$ cat src/rtl/mux_pkg.sv
// Shared constants and helpers for the N:1 round-robin channel multiplexer.
package mux_pkg;

  localparam logic MODE_MANUAL = 1'b0;
  localparam logic MODE_RR     = 1'b1;

  localparam int DEFAULT_N = 4;
  localparam int DEFAULT_W = 8;

  // Ceiling log2, never below 1 so a 1-bit index survives degenerate sizes.
  function automatic int clog2(input int value);
    int result;
    result = 0;
    while ((1 << result) < value) result++;
    if (result < 1) result = 1;
    return result;
  endfunction

endpackage

$ cat src/rtl/rr_arbiter.sv
// Combinational round-robin arbiter: lowest requester at or above ptr, else lowest overall.
module rr_arbiter
  import mux_pkg::*;
#(
  parameter int N  = DEFAULT_N,
  parameter int SW = clog2(DEFAULT_N)
) (
  input  logic [N-1:0]  req,
  input  logic [SW-1:0] ptr,
  output logic [N-1:0]  grant,
  output logic [SW-1:0] grant_idx,
  output logic          any
);

  logic [N-1:0] upper_mask;
  logic [N-1:0] upper_req;

  for (genvar gi = 0; gi < N; gi++) begin : g_mask
    assign upper_mask[gi] = (SW'(gi) >= ptr);
  end

  assign upper_req = req & upper_mask;
  assign any       = |req;

  // Isolating the lowest set bit (x & -x) gives the wrap-around search without a loop.
  assign grant = (|upper_req) ? (upper_req & (~upper_req + N'(1)))
                              : (req & (~req + N'(1)));

  for (genvar gb = 0; gb < SW; gb++) begin : g_idx
    logic [N-1:0] col;
    for (genvar gi = 0; gi < N; gi++) begin : g_col
      assign col[gi] = 1'(gi >> gb);
    end
    assign grant_idx[gb] = |(grant & col);
  end

endmodule

$ cat src/rtl/mux_rr_n1.sv
// N:1 channel multiplexer with registered output, valid/ready on every port,
// and manual or round-robin channel selection.
module mux_rr_n1
  import mux_pkg::*;
#(
  parameter  int N  = DEFAULT_N,
  parameter  int W  = DEFAULT_W,
  localparam int SW = clog2(N)
) (
  input  logic            clk,
  input  logic            rst_n,
  input  logic [N*W-1:0]  in_data,
  input  logic [N-1:0]    in_valid,
  output logic [N-1:0]    in_ready,
  input  logic            mode,
  input  logic [SW-1:0]   sel,
  output logic [W-1:0]    out_data,
  output logic            out_valid,
  input  logic            out_ready,
  output logic [SW-1:0]   out_ch
);

  logic [W-1:0]  chan [N];
  logic [N-1:0]  arb_grant;
  logic [N-1:0]  man_onehot;
  logic [SW-1:0] arb_idx;
  logic [SW-1:0] g;
  logic [SW-1:0] ptr_reg;
  logic [SW-1:0] ptr_next;
  logic          arb_any;
  logic          rr_mode;
  logic          g_ok;
  logic          load_en;
  logic          accept;

  for (genvar gi = 0; gi < N; gi++) begin : g_chan
    assign chan[gi]       = in_data[gi*W +: W];
    assign man_onehot[gi] = (sel == SW'(gi));
  end

  rr_arbiter #(.N(N), .SW(SW)) u_arb (
    .req       (in_valid),
    .ptr       (ptr_reg),
    .grant     (arb_grant),
    .grant_idx (arb_idx),
    .any       (arb_any)
  );

  assign rr_mode = (mode == MODE_RR);
  assign load_en = !out_valid || out_ready;
  assign g       = rr_mode ? arb_idx : sel;
  // An out-of-range manual sel (non-power-of-2 N) grants nothing.
  assign g_ok    = rr_mode ? arb_any : (int'(sel) < N);

  assign in_ready = (rst_n && load_en && g_ok) ? (rr_mode ? arb_grant : man_onehot) : '0;
  assign accept   = |(in_ready & in_valid);
  assign ptr_next = (int'(g) == N - 1) ? '0 : g + SW'(1);

  always_ff @(posedge clk or negedge rst_n) begin
    if (!rst_n) begin
      out_valid <= 1'b0;
      out_data  <= '0;
      out_ch    <= '0;
      ptr_reg   <= '0;
    end else if (accept) begin
      out_data  <= chan[g];
      out_ch    <= g;
      out_valid <= 1'b1;
      if (rr_mode) ptr_reg <= ptr_next;
    end else if (out_ready) begin
      out_valid <= 1'b0;
    end
  end

endmodule

$ cat config.mk
export PLATFORM = sky130hd
export DESIGN_NAME = mux_rr_n1
export DESIGN_NICKNAME = d
export VERILOG_FILES = /design/src/rtl/mux_pkg.sv /design/src/rtl/rr_arbiter.sv /design/src/rtl/mux_rr_n1.sv
export SDC_FILE = /design/constraint.sdc
export NUM_CORES = 1
export LEC_CHECK = 0
export CAP_MARGIN = 20
export CORE_MARGIN = 1
export CORE_UTILIZATION = 40
export CTS_CLUSTER_DIAMETER = 100
export DETAILED_ROUTE_END_ITERATION = 16
export GPL_ROUTABILITY_DRIVEN = 0
export PLACE_DENSITY = 0.82
export SLEW_MARGIN = 20
export SYNTH_ARGS = -nofsm -noshare
export SYNTH_HDL_FRONTEND = slang
export SYNTH_SLANG_ARGS = --single-unit
$ cat constraint.sdc
create_clock -name clk -period 2.6 [get_ports clk]
set_input_delay 0.52 -clock clk [delete_from_list [all_inputs] [get_ports clk]]
set_output_delay 0.52 -clock clk [all_outputs]
set_load 0.02 [all_outputs]
======== Yosys cells after proc, flatten, opt, wreduce, memory -nomap -nowiden ========
Index checks and enable logic that the tools add are counted.
cells by class
  add/subtract/negate cells ............... 3
  multiply operators ...................... 0
  divide/modulo/power cells ............... 0
  $lt $le $gt $ge ......................... 5
  equality and inequality tests ........... 4
  shifts and indexed selects .............. 0
  multiplexer cells ....................... 11
  bitwise gates (word level) .............. 7
  reduce and logical (&&, ||, !) cells .... 12
operators with widths
  operator                                                                            number
  4-bit bitwise AND                                                                   4
  8-bit binary-select mux with 2-bit select                                           1
  8-bit 2-to-1 mux                                                                    2
  4-bit 2-to-1 mux                                                                    3
  4-bit OR reduction                                                                  3
  4-bit by 1-bit adder with 4-bit output, second input constant                       2
  4-bit NOT                                                                           2
  2-bit by 1-bit equality test with 1-bit output, second input constant               2
  2-bit equality test, second input constant                                          2
  1-bit by 2-bit greater-or-equal comparator with 1-bit output, first input constant  2
  2-bit greater-or-equal comparator, first input constant                             2
  2-bit 2-to-1 mux                                                                    2
  2-bit OR reduction                                                                  2
  3-bit greater-or-equal comparator, second input constant                            1
  1-bit 2-to-1 mux                                                                    3
  2-bit NOT with 3-bit output                                                         1
  2-bit by 1-bit adder with 2-bit output, second input constant                       1
  1-bit logical AND                                                                   2
  2-bit zero test                                                                     1
  2-bit AND reduction                                                                 1
  2-bit nonzero test                                                                  1
  1-bit zero test                                                                     1
  1-bit logical OR                                                                    1
storage, ports and cells
  register bits ........................... 13
  bits in latches ......................... 0
  bits in writable memories ............... 0
  memory bits (read-only) ................. 0
  bits of input ports ..................... 42
  output and inout bits ................... 15
  word-level logic and storage cells ...... 46
  memories kept ........................... 0

======== Longest topological paths before layout ========
  depth after elaboration ................. 12
  gate-level depth with buffers ........... 9

======== By module ========
From an unflattened synthesis, not the netlist that was laid out.
unflattened totals
  cell total of the unflattened synthesis .. 94
  area total of the unflattened synthesis .. 1062.3 µm²
modules (own cells, without submodules)
  module      times used  cells each  area each (µm²)
  mux_rr_n1   1           66          877.1
  rr_arbiter  1           28          185.2

======== Worst setup path before layout ========
OpenSTA, ideal clock, no wires.
  kind .................................... input to output
  start point ............................. input in_valid[0]
  end point ............................... output in_ready[2]
  arrival ................................. 1.803 ns
  slack ................................... 0.277 ns
  stages .................................. 5
  buffers on the path ..................... 1
  path through ............................ buf_6 > o311a_1 > a2111oi_4 > nor2_1 > nor3_1
on the way
  cells in the longest elaborated chain, start to end .. 7
  elaborated cells between the ends (all ways) .. 14
  classes of those cells .................. add/sub: 2; mux: 4; bitwise: 5; reduce/logical: 3
RTL lines
  element                                 line              text
  start: declaration                      mux_rr_n1.sv:13   input logic [N-1:0] in_valid,
  4-bit bitwise AND                       rr_arbiter.sv:22  assign upper_req = req & upper_mask;
  4-bit NOT                               rr_arbiter.sv:26  assign grant = (|upper_req) ? (upper_req & (~upper_req + N'(1)))
  4-bit by 1-bit adder with 4-bit output  rr_arbiter.sv:26
  4-bit bitwise AND                       rr_arbiter.sv:26
  4-bit 2-to-1 mux                        rr_arbiter.sv:26
  4-bit 2-to-1 mux                        mux_rr_n1.sv:55   assign in_ready = (rst_n && load_en && g_ok) ? (rr_mode ? arb_grant : man_onehot) : '0;
  4-bit 2-to-1 mux (*)                    mux_rr_n1.sv:55
  end: declaration                        mux_rr_n1.sv:14   output logic [N-1:0] in_ready,
Every way passes the cells marked *; elsewhere a longest branch is shown, timed or not.

======== Worst setup path after layout ========
  start point ............................. input in_valid[0]
  end point ............................... output in_ready[1]
The elaborated chain is that of the path after synthesis.

==> metrics.yaml <==
routedWlPerCell_um: 14.29
synth_area_leaders: "dfrtp_1 28%, mux2i_1 15%, mux2_2 7.8%"
synthAdderAreaFrac_pct: 0
io_buffers: 56
fin_crit_ns: 2.640
path_buf_inv: 2
synth_compound_area_share_pct: 24.21
ctsRootBufferMaster: "clkbuf_4"
initial_core_util_pct: 42.15
num_rows: 19
vias_per_cell: 5.387
setup_viol: 1
post_cts_buffers: 0
syn_nets: 160
relSlewSlack_pct: 71.30
period_share_pct: 101.5
die_w_um: 55.68
syn_area_per_cell_um2: 9.766
endpoint_kind: "output pin"
final_cell_mix: "52 x clkdlybuf4s50_1, 23 x buf_4, 17 x mux2i_1, 13 x dfrtp_1, 11 x nand2_1"
cts_sinks: 13
crit_family: "buffers and inverters"
cp_cell_sequence: "clkdlybuf4s50_1, nor4_2, a211o_1, a21oi_1, dlygate4sd2_1"
synth_top_cell_by_area: "dfrtp_1"
gr-total-overflow: 0
clockBufferDepth: 2
holdCritPathClass: "reg -> reg"
synth.top_cell.area_share_pct: 28.23
outcome: "complete, but fails checks"
htree_levels: 1
synthCells: 118
tightest_slew_ns: 0.4269
fmax_mhz: 378.9
cpMaxStageDelayCell: "clkdlybuf4s50_1"
cpPeakStageDelay_ns: 0.49
antenna_found_initial: 0
cts_tree: "built"
yosys.area_share.simple_pct: 15.96
ios: 57
layout.cells.non_filler: 225
final.setup.worst_slack_ns: -0.03951
timing_worst_setup_path_type: "in -> out"
die_h_um: 55.68
whs_ns: 0.4829
critical_path_required_ns: 2.08
antenna_cells: 0
power_density_nw_per_um2: 727.2
r2r_slack_ns: 0.44
layout-drive-gt1-share_pct: 30.41
grt_pass1_vias: 1213
leakagePower_nw: 0.8722
hold_viol: 0
fin_nets: 237
rsz0062_at_grt: "yes"
largest_reg_flops: 8
ys_seq_area_share_pct: 28.23
grt_max_degree: 18
wl_mm: 3.215
place_inst: 221
yosys_most_used_dff: "dfrtp_1"
ys_ff_latch: 13
ys.warnings.count: 0
grt_pass1_wl_mm: 5.485
cp-start-kind: "input port"
ant_nets: 0
cts_buffers: 3
utilization_pct: 70.11
path_max_fanout: 5
fin_setup_tns_ns: -0.03951
synth_top_family_by_area: "compound AO/OA/AOI/OAI gates"
grt_usage_pct: 21.88
drt_iter0_drc: 20
ys_async_sr_fraction_pct: 100.0
synth_cell_types: 41
vias: 1212
clock_latency_ns: 0.27
peakVddDrop_uv: 671.6
synth_xor_area_share_pct: 0
clk_pin_slew_ns: 0.08
critPathArrivalTime_ns: 2.12
synth-edff-count: 0
violations: "setup timing"
place_area_um2: 1878
synthMuxAreaShare_pct: 23.89
dieArea_um2: 3100
finClkSkew_ns: 0.002849
syn-cell-area_um2: 1152
drc_errors: 0
drv_cap: 0
design_area_um2: 1917
core-area_um2: 2734
syn2layout_area_growth_pct: 66.34
final_common_cell: "clkdlybuf4s50_1"
hpwl_mm: 2.560
dr.pass1.iters: 4
nFillCells: 205
drv_slew: 0
per-layer routing:
layer	vias up	track usage, %	part of all wire (%)
met1	552	26.69	40
met5	-	0	0
met2	67	38.38	49
met3	6	5.349	9.2
li1	587	-	-
met4	0	5.714	1.7
repair_timing:
action	CTS	global route
endpoints found under the setup margin	4	7
hold buffers	0	0
gates resized for setup	13	4
pin swaps	0	0
worst register-to-register path, cell delays in order, from the launching register on:
cell       delay [ns]
dfrtp_1          0.51
inv_1            0.17
a2111oi_4        0.35
buf_4            0.20
o2111ai_1        0.12
and4bb_1         0.30
and2b_2          0.27
mux2i_1          0.18
final timing paths:
path,start,end,cells after the start
setup / recovery,in_valid[0],in_ready[1],5
hold / removal,out_data[0]$_DFFE_PN0P_,out_data[0]$_DFFE_PN0P_,2
setup reg to reg,ptr_reg[1]$_DFFE_PN0P_,ptr_reg[0]$_DFFE_PN0P_,7
hold reg to reg,out_data[0]$_DFFE_PN0P_,out_data[0]$_DFFE_PN0P_,2
max in group asynchronous,rst_n,out_data[1]$_DFFE_PN0P_,2
min in group asynchronous,rst_n,out_data[0]$_DFFE_PN0P_,2
through the flow:
step	setup WS (ns)	power, mW
after global routing	-0.06855	1.484
after CTS	0.01170	1.393
after detailed placement	-0.3678	1.261
final	-0.03951	1.394
after floorplan	0.2774	0.8939
after global placement	-0.3108	1.229
where the power goes:
group / leakage [nW] / switching [mW] / internal, mW
Clock: 0.0150 / 0.0658 / 0.0594
Combinational: 0.699 / 0.419 / 0.472
Sequential: 0.159 / 0.0819 / 0.296
cell families (layout without fill, tap and decap cells):
kind of cell    Yosys count  after routing
buf+inv                  14             90
simple gates             34             34
mux                      26             26
compound gates           31             31
flops                    13             13
final cells by class:
class | instances | area [um^2] | area share (%)
multi-input combinational | 91 | 760.7 | 39.69
clock buffer | 4 | 26.28 | 1.371
tap | 31 | 38.79 | 2.023
sequential | 13 | 325.3 | 16.97
inverter | 6 | 22.52 | 1.175
timing repair buffer | 80 | 743.2 | 38.77
synth_stat cells, types with 2 or more instances:
cell,number
nor2b_1,5
buf_2,2
nand2_1,11
o211ai_1,2
nand3_1,2
nor2_1,4
nand4_1,2
mux2_2,8
o21ai_2,8
inv_1,6
a21oi_1,2
o21ai_0,4
dfrtp_1,13
clkbuf_1,2
mux2i_1,17
or2_2,2
buf_6,3
o2111ai_1,2
Power figures use the tool's default switching activity.
==> RTL change: new RTL, same settings <==
Set the package constant `DEFAULT_N` to 2 (it was 4).
--- a/src/rtl/mux_pkg.sv
+++ b/src/rtl/mux_pkg.sv
@@ -5,5 +5,5 @@
   localparam logic MODE_RR     = 1'b1;
 
-  localparam int DEFAULT_N = 4;
+  localparam int DEFAULT_N = 2;
   localparam int DEFAULT_W = 8;
 
Interface: changed (5 resized); port bits go from 57 to 35. No check against the original RTL was run, so the function may have changed too.
==> RTL change against the unedited design <==
  * Combinational power decreased by 67%
  * Global-route usage is 2.2 points higher
  * First-iteration DRC count shrank 65%
  * Highest routed layer unchanged
  * Sequential cell count fell by 2
  * Routed wire length down 46%
  * Critical endpoint is now in_ready[0]
  * Sequential share of layout area is 8.7 points higher
  * Area after synthesis shrank 46%
  * Total power down 53%
  * Final cell count fell by 51%
  * Worst setup slack better by 0.19 ns
  * Design area shrank 44%
==> RTL change: results (changes against the unedited design) <==
| Metric | Value |
|---|---|
| Most instantiated cells after synthesis | `mux2_2, dfrtp_1, nor2_1` |
| Layout Cells excl Fill | `111 (-51%)` |
| Biggest register | `out_data` |
| Register area share after synthesis | `44.4% (+16 points)` |
| DR iter-0 viols | `7 (-65%)` |
| TNS Setup | `0 ns (+0.0395 ns)` |
| Nets | `120 (-49%)` |
| Latest clock arrival within the worst-skew pair | `between 0.2 and 0.3 ns` |
| Hpwl dp | `1.38 mm (-46%)` |
| Number of port buffers | `34 (-39%)` |
| Routed vias/inst | `5.06 (-6.0%)` |
| Synth area leaders | `dfrtp_1, mux2_2, o311ai_4, nor3_4, nor2_1` |
| Post-Place Setup Slack | `-0.133 ns (+0.235 ns)` |
| Vias in the first global route | `542 (-55%)` |
| DP Area | `0.00105 mm2 (-44%)` |
| Drt pass-1 iters | `4 (unchanged)` |
| Max VDD drop | `0.000423 V (-37%)` |
| Setup Skew | `0.00464 ns (+0.00180 ns)` |
| Largest net degree at the start of global routing | `12 (-6)` |
| Largest fanout on the critical path | `3 (-2)` |
| Critical Path AT | `1.92 ns (-0.20 ns)` |
| Synth cell types | `18 (-56%)` |
| ANT cells | `0 (unchanged)` |
| Leakage | `0.456 nW (-48%)` |
| Tightest Hold Check Type | `flop to flop` |
| Clock transition at path regs | `0.06 ns (-0.02 ns)` |
| CTS max path bufs | `2 (unchanged)` |
| Syn Nets | `72 (-55%)` |
| Final WL | `1.73 mm (-46%)` |
| First-pass GRT wire length | `2.42 mm (-56%)` |
| Layout cell share with drive strength beyond 1 | `35.4% (+5.0 points)` |
| Synthesized area per cell | `12.6 um2 (+29%)` |
| Total CTS buffers | `3 (unchanged)` |
| Cell Count Post-Placement | `107 (-52%)` |
| Slew @ Worst Pin | `0.473 ns (+0.0457 ns)` |
| Total routing usage reported by global routing | `24.1% (+2.2 points)` |
| Outcome | `finished clean` |
[RTL change: final timing paths]
| kind | start | end | slack (ns) | cells past startpoint |
|---|---|---|---|---|
| setup / recovery | in_valid[1] | in_ready[0] | 0.16 | 6 |
| hold / removal | ptr_reg$_DFFE_PN0P_ | ptr_reg$_DFFE_PN0P_ | 0.51 | 1 |
| setup reg to reg | out_valid$_DFFE_PN0P_ | out_data[7]$_DFFE_PN0P_ | 0.81 | 5 |
| hold reg to reg | ptr_reg$_DFFE_PN0P_ | ptr_reg$_DFFE_PN0P_ | 0.51 | 1 |
| max in group asynchronous | rst_n | ptr_reg$_DFFE_PN0P_ | 1.79 | 2 |
| min in group asynchronous | rst_n | out_data[0]$_DFFE_PN0P_ | 0.66 | 2 |
[RTL change: layout make-up]
class | instances | area, um2
clock buffer | 4 | 26.3
fill | 103 | 294
timing repair buffer | 43 | 408
multi-input combinational | 37 | 340
tap | 15 | 18.8
sequential | 11 | 275
inverter | 1 | 3.75
[RTL change: cell families after synthesis]
logic type | synth area share, %
AO/OA/AOI/OAI | 13.9
buffers and inverters | 0.605
flip-flops | 44.4
multiplexers | 29.1
AND/OR/NAND/NOR | 11.9
[RTL change: power by group]
| part | switching [mW] | internal (mW) | total (mW) |
|---|---|---|---|
| clock | 0.0576 | 0.0596 | 0.117 |
| sequential | 0.0242 | 0.216 | 0.241 |
| combinational | 0.128 | 0.168 | 0.295 |
| total | 0.209 | 0.444 | 0.653 |
[RTL change: critical path: stages]
cell,delay [ns]
clkdlybuf4s50_1,0.58
buf_4,0.16
nand2_1,0.07
a31oi_1,0.21
nor2_1,0.06
dlygate4sd2_1,0.32
[RTL change: what timing repair did]
| item | 4_1_cts | 5_1_grt |
|---|---|---|
| setup endpoints to repair | 2 | 1 |
| cloned | 0 | 0 |
| pin swaps | 0 | 1 |
| resized for setup | 2 | 1 |
| setup buffers | 0 | 0 |
[RTL change: per-stage QoR]
step | hold WS (ns) | util [%]
finish | 0.509 | 78.5
global route | 0.534 | 78.5
CTS | 0.503 | 78.3
detailed placement | 0.492 | 76.6
global placement | 0.489 | 76.6
floorplan | 0.224 | -
[RTL change: routing by layer]
layer | global-route usage [%] | routed length (um) | vias to the layer above
li1 | - | - | 274
met1 | 23.6 | 647 | 255
met2 | 46.5 | 924 | 29
met3 | 6.91 | 141 | 4
met4 | 9.68 | 14 | 0
met5 | 0 | 0 | -
